$ cat config.mk
export PLATFORM = sky130hd
export DESIGN_NAME = ahb_arbiter
export DESIGN_NICKNAME = d
export VERILOG_FILES = /design/src/rtl/ahb_pkg.sv /design/src/rtl/ahb_rr_arbiter.sv /design/src/rtl/ahb_arbiter.sv
export SDC_FILE = /design/constraint.sdc
export NUM_CORES = 1
export LEC_CHECK = 0
export CAP_MARGIN = 30
export CORE_MARGIN = 3
export CORE_UTILIZATION = 22
export DETAILED_ROUTE_END_ITERATION = 10
export GPL_TIMING_DRIVEN = 1
export PLACE_DENSITY_LB_ADDON = 0.15
export REMOVE_ABC_BUFFERS = 1
export SLEW_MARGIN = 20
export SYNTH_ARGS = -nofsm -noshare
export SYNTH_HDL_FRONTEND = slang
export SYNTH_SLANG_ARGS = --single-unit
$ cat constraint.sdc
create_clock -name HCLK -period 3.3 [get_ports HCLK]
set_input_delay 0.66 -clock HCLK [delete_from_list [all_inputs] [get_ports HCLK]]
set_output_delay 0.66 -clock HCLK [all_outputs]
set_load 0.005 [all_outputs]
$ cat src/rtl/ahb_pkg.sv
// Shared types and constants for the two-master AHB-lite arbiter.
// State encoding doubles as the one-hot grant vector {M1, M0}.
package ahb_pkg;

    typedef enum logic [1:0] {
        IDLE   = 2'b00,
        BUS_M0 = 2'b01,
        BUS_M1 = 2'b10
    } arb_state_t;

    localparam logic HTRANS_IDLE   = 1'b0;
    localparam logic HTRANS_ACTIVE = 1'b1;
    localparam logic HBURST_SINGLE = 1'b0;
    localparam logic HBURST_INCR   = 1'b1;

    localparam int ADDR_W_DEF = 31;
    localparam int DATA_W_DEF = 32;

endpackage

$ cat src/rtl/ahb_rr_arbiter.sv
// Round-robin pick between two requesters; purely combinational, result only
// meaningful when en is high (outside the window the caller holds its grant).
module ahb_rr_arbiter (
    input  logic [1:0] req,
    input  logic       last,
    input  logic       en,
    output logic [1:0] grant_next
);

    always_comb begin
        grant_next = 2'b00;
        if (en) begin
            case (req)
                2'b01:   grant_next = 2'b01;
                2'b10:   grant_next = 2'b10;
                // On a tie the master that did not win last time goes next.
                2'b11:   grant_next = last ? 2'b01 : 2'b10;
                default: grant_next = 2'b00;
            endcase
        end
    end

endmodule

$ cat src/rtl/ahb_arbiter.sv
// Two-master AHB-lite arbiter + address/data mux; grant registered one edge after request.
// HREADY=0 freezes owner, beat counter and data-phase select; bursts hold the bus to completion.
module ahb_arbiter
    import ahb_pkg::*;
#(
    parameter int ADDR_W    = ADDR_W_DEF,
    parameter int DATA_W    = DATA_W_DEF,
    parameter int BURST_LEN = 4
) (
    input  logic              HCLK,
    input  logic              HRESET,
    input  logic              M0_HBUSREQ,
    input  logic              M0_HTRANS,
    input  logic              M0_HWRITE,
    input  logic              M0_HBURST,
    input  logic [ADDR_W-1:0] M0_HADDR,
    input  logic [DATA_W-1:0] M0_HWDATA,
    input  logic              M1_HBUSREQ,
    input  logic              M1_HTRANS,
    input  logic              M1_HWRITE,
    input  logic              M1_HBURST,
    input  logic [ADDR_W-1:0] M1_HADDR,
    input  logic [DATA_W-1:0] M1_HWDATA,
    input  logic              HREADY,
    output logic              M0_HGRANT,
    output logic              M1_HGRANT,
    output logic              HMASTER,
    output logic              HTRANS,
    output logic              HWRITE,
    output logic              HBURST,
    output logic [ADDR_W-1:0] HADDR,
    output logic [DATA_W-1:0] HWDATA,
    output logic              HSEL1,
    output logic              HREADY_Prev
);

    localparam int CNT_W = $clog2(BURST_LEN);

    arb_state_t       state, state_next;
    logic             last, last_next;
    logic             hmaster_q, hmaster_next;
    logic             hmaster_d;
    logic [CNT_W-1:0] cnt, cnt_next;
    logic             acc, window;
    logic [1:0]       grant_rr;
    logic             trans_src, write_src, burst_src;

    // Address phase follows HMASTER; data phase follows the owner of the previous accepted phase.
    assign HADDR     = hmaster_q ? M1_HADDR  : M0_HADDR;
    assign trans_src = hmaster_q ? M1_HTRANS : M0_HTRANS;
    assign write_src = hmaster_q ? M1_HWRITE : M0_HWRITE;
    assign burst_src = hmaster_q ? M1_HBURST : M0_HBURST;
    assign HWDATA    = hmaster_d ? M1_HWDATA : M0_HWDATA;

    assign HTRANS      = (state == IDLE) ? HTRANS_IDLE   : trans_src;
    assign HWRITE      = (state == IDLE) ? 1'b0          : write_src;
    assign HBURST      = (state == IDLE) ? HBURST_SINGLE : burst_src;
    assign HSEL1       = HTRANS;
    assign HREADY_Prev = HREADY;
    assign HMASTER     = hmaster_q;
    assign M0_HGRANT   = (state == BUS_M0);
    assign M1_HGRANT   = (state == BUS_M1);

    always_comb begin
        acc      = HREADY && (HTRANS == HTRANS_ACTIVE);
        cnt_next = cnt;
        if (acc && (cnt == '0) && (HBURST == HBURST_INCR))
            cnt_next = CNT_W'(BURST_LEN - 1);
        else if (acc && (cnt != '0))
            cnt_next = cnt - CNT_W'(1);
        // Looking at cnt_next locks the bus on the very first beat of a burst.
        window = HREADY && (cnt_next == '0);
    end

    ahb_rr_arbiter u_rr (
        .req        ({M1_HBUSREQ, M0_HBUSREQ}),
        .last       (last),
        .en         (window),
        .grant_next (grant_rr)
    );

    always_comb begin
        state_next   = state;
        last_next    = last;
        hmaster_next = hmaster_q;
        if (window) begin
            case (grant_rr)
                2'b01: begin
                    state_next   = BUS_M0;
                    hmaster_next = 1'b0;
                end
                2'b10: begin
                    state_next   = BUS_M1;
                    hmaster_next = 1'b1;
                end
                default: state_next = IDLE;
            endcase
            if ((state_next != state) && (state_next != IDLE))
                last_next = hmaster_next;
        end
    end

    always_ff @(posedge HCLK or posedge HRESET) begin
        if (HRESET) begin
            state     <= IDLE;
            last      <= 1'b1;
            hmaster_q <= 1'b0;
            hmaster_d <= 1'b0;
            cnt       <= '0;
        end else begin
            state     <= state_next;
            last      <= last_next;
            hmaster_q <= hmaster_next;
            cnt       <= cnt_next;
            if (HREADY)
                hmaster_d <= hmaster_q;
        end
    end

endmodule

# After elaboration in Yosys (flattened, before gate mapping)
# Index checks and enable logic that the tools add are counted.
dict set report op_classes {
  addsub 1
  n_eq_ne 8
  muxes 16
  reduce_logical 12
}
# cell n
set op_table {}
lappend op_table {{$mux 32} 1}
lappend op_table {{$mux 31} 1}
lappend op_table {{$mux 2} 5}
lappend op_table {{$eq 2x2->1 const B} 4}
lappend op_table {{$eq 2x1->1 const B} 3}
lappend op_table {{$logic_and 1x1->1} 6}
lappend op_table {{$logic_not 2->1} 3}
lappend op_table {{$mux 1} 6}
lappend op_table {{$pmux 2 s3} 1}
lappend op_table {{$pmux 2 s2} 1}
lappend op_table {{$reduce_bool 2->1} 2}
lappend op_table {{$ne 2x2->1} 1}
lappend op_table {{$pmux 1 s2} 1}
lappend op_table {{$reduce_and 2->1} 1}
lappend op_table {{$sub 2x1->2 const B} 1}
dict set report totals {
  register_bits 7
  inputBits 137
  out_inout_bits 71
  elab_cells 42
}

# Logic depth before layout (Yosys ltp)
# Gate-level depths: netlist (run 1).
dict set report logic_depth {
  depth_word 15
  ltp_mapped 11
  ltp_nobuf 11
}

# By module
# Synthesis (run 1) repeated with hierarchy kept, for this count alone.
dict set report hier_totals {
  hier_cells 127
  hier_area_um2 1252.5
}
# mod n_inst cells_per_inst area_each_um2 seq_area_each_um2
set by_module_without_submodules {}
lappend by_module_without_submodules {ahb_arbiter 1 122 1231.2 176.4}
lappend by_module_without_submodules {ahb_rr_arbiter 1 5 21.3 0.0}

# Worst setup path after synthesis (run 1)
# OpenSTA, ideal clock, no wires.
dict set report synth_timing {
  path_type {input to register}
  start {input M1_HTRANS}
  end {register hmaster_q, in the netlist HMASTER}
  setup_time_ps 125
  t_arrival_ps 2468
  required_ps 3175
  slack_ps 707
  cell_stages 9
  path_buffers 0
  cell_sequence {mux2i_2 > nor3_2 > xnor2_1 > nor3b_4 > and2_1 > ha_1 > nor2b_1 > nor3b_1 > mux2_2}
}
dict set report synth_via {
  elab_chain_cells 11
  elab_cells_between_ends 14
  cone_classes {eq/ne: 2; mux: 6; reduce/logical: 6}
}
# item line_no
set synth_rtl {}
lappend synth_rtl {{from (decl)} ahb_arbiter.sv:19} ;# input logic M1_HTRANS,
lappend synth_rtl {{$mux 1 (*)} ahb_arbiter.sv:50} ;# assign trans_src = hmaster_q ? M1_HTRANS : M0_HTRANS;
lappend synth_rtl {{$mux 1 (*)} ahb_arbiter.sv:55} ;# assign HTRANS = (state == IDLE) ? HTRANS_IDLE : trans_src;
lappend synth_rtl {{$logic_and 1x1->1 (*)} ahb_arbiter.sv:65} ;# acc = HREADY && (HTRANS == HTRANS_ACTIVE);
lappend synth_rtl {{$logic_and 1x1->1 (on tied branches)} {ahb_arbiter.sv:69, ahb_arbiter.sv:67}}
lappend synth_rtl {{$mux 2 / $logic_and 1x1->1 (equally long branches)} {ahb_arbiter.sv:69, ahb_arbiter.sv:67}}
lappend synth_rtl {{$mux 2 (*)} ahb_arbiter.sv:67} ;# if (acc && (cnt == '0) && (HBURST == HBURST_INCR))
lappend synth_rtl {{$logic_not 2->1 (*)} ahb_arbiter.sv:72} ;# window = HREADY && (cnt_next == '0);
lappend synth_rtl {{$logic_and 1x1->1 (*)} ahb_arbiter.sv:72}
lappend synth_rtl {{$mux 2} ahb_rr_arbiter.sv:12} ;# if (en) begin
lappend synth_rtl {{$eq 2x2->1 / $eq 2x1->1 (equally long branches)} ahb_arbiter.sv:87} ;# case (grant_rr)
lappend synth_rtl {{$pmux 1 s2} ahb_arbiter.sv:87}
lappend synth_rtl {{to (signal assigned)} ahb_arbiter.sv:113} ;# hmaster_q <= hmaster_next;
lappend synth_rtl {{to (decl)} ahb_arbiter.sv:41} ;# logic hmaster_q, hmaster_next;
# Mark *: on every way between the ends. The rest lies on a longest branch, timed or not.
# A chain may end at the register's enable or synchronous reset.

# Worst setup path after layout (run 1)
dict set report layout_timing {
  start {input M1_HTRANS}
  end {register last}
}
dict set report layout_via {
  elab_chain_cells 15
  elab_cells_between_ends 20
  cone_classes {eq/ne: 3; mux: 8; reduce/logical: 9}
}
# item line_no
set layout_rtl {}
lappend layout_rtl {{$mux 1 (*)} ahb_arbiter.sv:50}
lappend layout_rtl {{$mux 1 (*)} ahb_arbiter.sv:55}
lappend layout_rtl {{$logic_and 1x1->1 (*)} ahb_arbiter.sv:65}
lappend layout_rtl {{$logic_and 1x1->1 (on tied branches)} {ahb_arbiter.sv:69, ahb_arbiter.sv:67}}
lappend layout_rtl {{$mux 2 / $logic_and 1x1->1 (equally long branches)} {ahb_arbiter.sv:69, ahb_arbiter.sv:67}}
lappend layout_rtl {{$mux 2 (*)} ahb_arbiter.sv:67}
lappend layout_rtl {{$logic_not 2->1 (*)} ahb_arbiter.sv:72}
lappend layout_rtl {{$logic_and 1x1->1 (*)} ahb_arbiter.sv:72}
lappend layout_rtl {{$mux 2} ahb_rr_arbiter.sv:12}
lappend layout_rtl {{$eq 2x2->1 / $eq 2x1->1 (equally long branches)} ahb_arbiter.sv:87}
lappend layout_rtl {{$pmux 2 s2} ahb_arbiter.sv:87}
lappend layout_rtl {{$mux 2} ahb_arbiter.sv:86} ;# if (window) begin
lappend layout_rtl {{$ne 2x2->1 / $reduce_bool 2->1 (equally long branches)} ahb_arbiter.sv:98} ;# if ((state_next != state) && (state_next != IDLE))
lappend layout_rtl {{$logic_and 1x1->1} ahb_arbiter.sv:98}
lappend layout_rtl {{$reduce_and 2->1 (no line)} --}
lappend layout_rtl {{to (signal assigned)} ahb_arbiter.sv:112} ;# last <= last_next;
lappend layout_rtl {{to (decl)} ahb_arbiter.sv:40} ;# logic last, last_next;
# Mark *: on every way between the ends. The rest lies on a longest branch, timed or not. The select of a mux whose other input is x is not followed.

==> results of run 1 <==
kinds of logic (layout without fill, tap and decap cells):
logic type      Yosys count  count (layout)  share of synthesized area, %
compound gates            7               7                         4.531
mux                      71              71                         62.96
xor+xnor                  3               3                         2.069
fa+ha+maj                 3               3                         2.956
flops                     7               7                         13.89
simple gates             17              17                         8.572
buf+inv                  14             219                         5.025
path summary, 6_finish.rpt:
kind                                            end  cells past startpoint  slack (ns)           startpoint
worst max-delay path               last$_DFFE_PP1P_                     11        0.32            M1_HTRANS
worst min-delay path               cnt[0]$_DFF_PP0_                      1        0.48     cnt[0]$_DFF_PP0_
worst max register to register     last$_DFFE_PP1P_                     10        0.62  HMASTER$_DFFE_PP0P_
worst min register to register     cnt[0]$_DFF_PP0_                      1        0.48     cnt[0]$_DFF_PP0_
max in group asynchronous          last$_DFFE_PP1P_                      2        2.35               HRESET
min in group asynchronous       HMASTER$_DFFE_PP0P_                      2        0.68               HRESET
state kept, by name, summed over array words and instances, names as in the netlist:
register / cells
cnt: 2
state: 2
HMASTER: 1
hmaster_d: 1
last: 1
synth_stat cells (2+ instances only):
library cell and instances:
mux2_2 66, clkbuf_1 7, dfrtp_1 6, nor2_1 5
inv_1 4, buf_4 3, ha_1 3, nor2b_1 3
a21boi_0 2, and2_1 2, mux2_1 2, mux2i_1 2
nand2_1 2, nor3_2 2, o21ai_0 2, xor2_1 2
per-stage QoR:
step / cells / setup slack, ns / utilization, % / power, µW
after CTS: 399 / 0.3008 / 62.44 / 1575
after global routing: 399 / 0.1363 / 62.44 / 1666
after global placement: 395 / 0.1594 / 61.61 / 1438
after floorplan: 112 / 0.1475 / - / 721.3
final: 399 / 0.3167 / 62.44 / 1549
after detailed placement: 395 / 0.1065 / 61.61 / 1439
cell type report:
class                      count  share of cell area, %
multi-input combinational    101                  29.76
timing repair buffer         211                  60.76
sequential                     7                  5.099
clock inverter                 1                 0.1447
tap                           72                  2.604
clock buffer                   3                  1.193
inverter                       4                 0.4340
routing by layer:
metal,vias up,part of all wire (%)
met1,772,30
met4,0,1.8
li1,853,-
met2,85,55
met3,10,13
met5,-,0
report_power, final:
part           total, µW  internal [µW]  switching, µW
logic               1270            841            430
clock network        118           81.6           35.9
registers            162            124           37.9
critical path: cells and delay by family:
| kind | cells | cell delay (ns) |
|---|---|---|
| and+or+nand+nor | 5 | 0.87 |
| muxes | 2 | 0.66 |
| buffers and inverters | 1 | 0.42 |
| adders and majority gates | 1 | 0.23 |
| xor gates and xnor gates | 1 | 0.20 |
| AOI/OAI and AO/OA | 1 | 0.10 |
==> impl_metrics.json, run 1 <==
{
  "drc": 0,
  "met3_usage_pct": 10.64,
  "netlist_instances": 122,
  "powerDensity_nw_per_um2": 447.8,
  "grt_use_met1_pct": 17.59,
  "grtUsageMet2_pct": 36.75,
  "min_period_ns": 2.983,
  "ant_nets": 0,
  "worst_pin_slew_ns": 0.4040,
  "ys_types": 25,
  "areaGrowthSynthToFinish_pct": 172.4,
  "ys_ff_latch": 7,
  "status": "finished clean",
  "cts_sinks": 7,
  "track_usage_pct": 19.22,
  "cts_tree": "yes",
  "worst_ep_required_time_ns": 3.45,
  "fill_cells": 508,
  "synth_area_leaders": "mux2_2, dfrtp_1, ha_1",
  "ys_seq_area_share_pct": 13.89,
  "grt_pass1_wl_um": 9570,
  "yosysTopAreaCell": "mux2_2",
  "fp.dieW_um": 81.98,
  "cts-root-buf": "clkbuf_8",
  "htree_levels": 1,
  "rows": 27,
  "drt_iter0_drc": 36,
  "clk_latency_ns": 0.22,
  "setup_tns_ns": 0,
  "fmax_mhz": 335.2,
  "start_kind": "primary input",
  "crit_chain": "clkdlybuf4s50_1 -> mux2i_2 -> nor3_2 -> xnor2_1 -> nor3b_4 -> and2_1 -> ha_1 -> nor2b_1 -> o21ai_0 -> nor3_1 -> mux2_2",
  "final_layout_size_suffix_gt1_share_pct": 24.77,
  "slowest_delay_ns": 0.42,
  "wire_per_inst_um": 17.12,
  "die_y_um": 81.98,
  "cp_max_fo": 6,
  "grt_max_degree": 35,
  "critPathArrivalTime_ns": 3.13,
  "rsz0062_at_grt": "false",
  "multi_input_comb_area_um2": 1030,
  "cts_buffer_depth": 2,
  "nets": 468,
  "vias": 1720,
  "yosysTopAreaCellShare_pct": 58.52,
  "ios": 208,
  "setup_violations": 0,
  "antenna_found_initial": 0,
  "max-vdd-ir-drop_uv": 288.7,
  "layout_common_cells": "clkdlybuf4s50_1, mux2_2, dfrtp_1",
  "cts_setup_buffers": 0,
  "initial_utilization_pct": 22.92,
  "grt-ovfl-total": 0,
  "synth_area_per_cell_um2": 10.41,
  "numPortBuffers": 207,
  "ctsResizeCount": 0,
  "regArea_um2": 176.4,
  "antenna_cells": 0,
  "first_pass_iters": 4,
  "finalInstanceArea_um2": 3460,
  "hpwl_um": 6074,
  "hold_viol_final": 0,
  "final_common_cell": "clkdlybuf4s50_1",
  "die_area_um2": 6720,
  "postSynth.asyncResetShare_pct": 100.0,
  "synth_edf_count": 0,
  "critPathCaptureType": "register",
  "gr-max-usage-layer": "met2",
  "max_slew_margin_pct": 73.07,
  "placed_cell_area_um2": 3413,
  "gp_congestion": 0.7710,
  "hold_ws_ns": 0.4829,
  "max_cap_violations": 0,
  "maxSlewViolCount": 0,
  "period_share_pct": 90.40,
  "skew_ns": 0.003838,
  "syn_area_um2": 1270,
  "leakage_uw": 0.001314,
  "worst_hold_path_type": "reg -> reg",
  "crit_path_top_delay_cell": "clkdlybuf4s50_1",
  "drt-total-wl_um": 6831,
  "core_area_um2": 5540,
  "synth-main-ff-cell": "dfrtp_1",
  "holdBufCountCts": 0,
  "cts_inserted_buffers": 3,
  "path_class": "in -> reg",
  "yosysWarnings": 0,
  "vias_per_cell": 4.311,
  "grt_pass1_vias": 1870,
  "clkTransAtPathRegs_ns": 0.04
}
(Power assumes the default switching activity.)
==> run 2: changes to the inputs <==
--- a/config.mk
+++ b/config.mk
@@ -8,6 +8,7 @@
 export CAP_MARGIN = 30
 export CORE_MARGIN = 3
 export CORE_UTILIZATION = 22
+export CTS_CLUSTER_DIAMETER = 50
 export DETAILED_ROUTE_END_ITERATION = 10
 export GPL_TIMING_DRIVEN = 1
 export PLACE_DENSITY_LB_ADDON = 0.15
==> results of run 2 <==
The final DEF is identical to that of run 1; final timing and power are the same.
==> run 3: changes to the inputs <==
--- a/config.mk
+++ b/config.mk
@@ -5,11 +5,11 @@
 export SDC_FILE = /design/constraint.sdc
 export NUM_CORES = 1
 export LEC_CHECK = 0
-export CAP_MARGIN = 30
-export CORE_MARGIN = 3
-export CORE_UTILIZATION = 22
+export CAP_MARGIN = 40
+export CORE_AREA = 2 2 79 81
 export CTS_CLUSTER_DIAMETER = 50
 export DETAILED_ROUTE_END_ITERATION = 10
+export DIE_AREA = 0 0 81 83
 export GPL_TIMING_DRIVEN = 1
 export PLACE_DENSITY_LB_ADDON = 0.15
 export REMOVE_ABC_BUFFERS = 1
==> impl_metrics.json, run 3 (synthesis gave the netlist of run 1 again) <==
{
  "worst_hold_path_type": "reg -> reg",
  "rsz0062_at_grt": "false",
  "antenna_found_initial": 0,
  "ant_nets": 0,
  "cts_buffer_depth": 2,
  "skew_ns": 0.001365,
  "numPortBuffers": 207,
  "combPwrFrac_pct": 81.8,
  "p_seq_share_pct": 10.4,
  "fp.dieW_um": 81,
  "areaGrowthSynthToFinish_pct": 172.7,
  "track_usage_pct": 18.53,
  "vias": 1703,
  "cts-root-buf": "clkbuf_8",
  "final_layout_size_suffix_gt1_share_pct": 24.77,
  "maxSlewViolCount": 0,
  "hold_viol_final": 0,
  "fmax_mhz": 335.1,
  "initial_utilization_pct": 21.84,
  "die_area_um2": 6723,
  "crit_path_top_delay_cell": "clkdlybuf4s50_1",
  "powerDensity_nw_per_um2": 447.3,
  "fin_ws_ns": 0.3160,
  "drc": 0,
  "antenna_cells": 0,
  "critPathCaptureType": "register",
  "worst_ep_required_time_ns": 3.45,
  "wire_per_inst_um": 15.54,
  "status": "finished clean",
  "drt-total-wl_um": 6249,
  "max-vdd-ir-drop_uv": 279.5,
  "gp_congestion": 0.7451,
  "grt_pass1_vias": 1864,
  "start_kind": "primary input",
  "nets": 468,
  "cts_setup_buffers": 0,
  "crit_chain": "clkdlybuf4s50_1 -> mux2i_2 -> nor3_2 -> xnor2_1 -> nor3b_4 -> and2_1 -> ha_1 -> xor2_1 -> o21ai_0 -> nor3_1 -> mux2_2",
  "p_int_uw": 1046,
  "holdBufCountCts": 0,
  "hpwl_um": 5499,
  "cts_inserted_buffers": 3,
  "first_pass_iters": 4,
  "rows": 28,
  "vias_per_cell": 4.236,
  "cp_max_fo": 6,
  "min_period_ns": 2.984,
  "grt-ovfl-total": 0,
  "max_cap_violations": 0,
  "cts_tree": "yes",
  "cts_sinks": 7,
  "swShare_pct": 32.51,
  "pre_cts_ws_ns": 0.06318,
  "period_share_pct": 90.43,
  "grt_pass1_wl_um": 9811,
  "critPathArrivalTime_ns": 3.14,
  "max_slew_margin_pct": 72.52,
  "drt_iter0_drc": 16,
  "path_class": "in -> reg",
  "clkTransAtPathRegs_ns": 0.04,
  "layout_common_cells": "clkdlybuf4s50_1, mux2_2, dfrtp_1",
  "leakage_uw": 0.001314,
  "slowest_delay_ns": 0.43,
  "fin_util_pct": 59.55,
  "setup_violations": 0,
  "htree_levels": 1,
  "ios": 208,
  "setup_tns_ns": 0,
  "grt_max_degree": 35,
  "fill_cells": 523,
  "clk_latency_ns": 0.23,
  "ctsResizeCount": 0,
  "final_common_cell": "clkdlybuf4s50_1",
  "core_area_um2": 5816,
  "clkPwrFrac_pct": 7.7,
  "top_regs": "cnt (2), state (2)",
  "switchingPower_uw": 503.6,
  "worst_pin_slew_ns": 0.4093,
  "die_y_um": 83
}
-- run 3: worst paths after layout --
path	endpoint	cells past startpoint	start	slack, ns
min in group asynchronous	cnt[1]$_DFF_PP0_	2	HRESET	0.68
worst min register to register	cnt[0]$_DFF_PP0_	1	cnt[0]$_DFF_PP0_	0.46
worst min-delay path	cnt[0]$_DFF_PP0_	1	cnt[0]$_DFF_PP0_	0.46
worst max register to register	last$_DFFE_PP1P_	10	HMASTER$_DFFE_PP0P_	0.63
worst max-delay path	last$_DFFE_PP1P_	11	M0_HTRANS	0.32
max in group asynchronous	last$_DFFE_PP1P_	2	HRESET	2.34
-- run 3: layout make-up --
class | instances | area [µm²] | area share, %
Clock buffer | 3 | 41.29 | 1.192
Inverter | 4 | 15.01 | 0.4335
Multi-Input combinational cell | 101 | 1030 | 29.73
Timing Repair Buffer | 211 | 2102 | 60.69
Tap cell | 75 | 93.84 | 2.710
Clock inverter | 1 | 5.005 | 0.1445
Sequential cell | 7 | 176.4 | 5.094
-- run 3: power by group through the flow --
stage / clock network (µW) / registers [µW] / logic [µW]
global route: 127 / 169 / 1370
global placement: 0 / 163 / 1280
detailed placement: 0 / 163 / 1270
finish: 120 / 161 / 1270
floorplan: 0 / 231 / 490
CTS: 124 / 162 / 1290
-- run 3: critical path, delay by kind of cell --
family,cells,cell delay (ns)
and+or+nand+nor,4,0.74
buffers and inverters,1,0.43
AOI/OAI and AO/OA,1,0.08
muxes,2,0.66
adders and majority gates,1,0.21
xor gates and xnor gates,2,0.35
-- run 3: metal layers --
metal | track usage, % | share of wire, % | up-vias
met5 | 0 | 0 | -
met4 | 3.852 | 1.2 | 0
met3 | 6.522 | 9.9 | 8
met2 | 34.41 | 54 | 84
li1 | - | - | 855
met1 | 19.62 | 35 | 756
-- run 3: per-stage QoR --
stage	hold WS (ns)	instances	area (µm²)	power [µW]
floorplan	0.4396	112	1221	721.3
global placement	0.4723	398	3417	1438
detailed placement	0.4599	398	3417	1436
CTS	0.4661	402	3463	1572
global route	0.4966	402	3463	1662
finish	0.4628	402	3463	1549
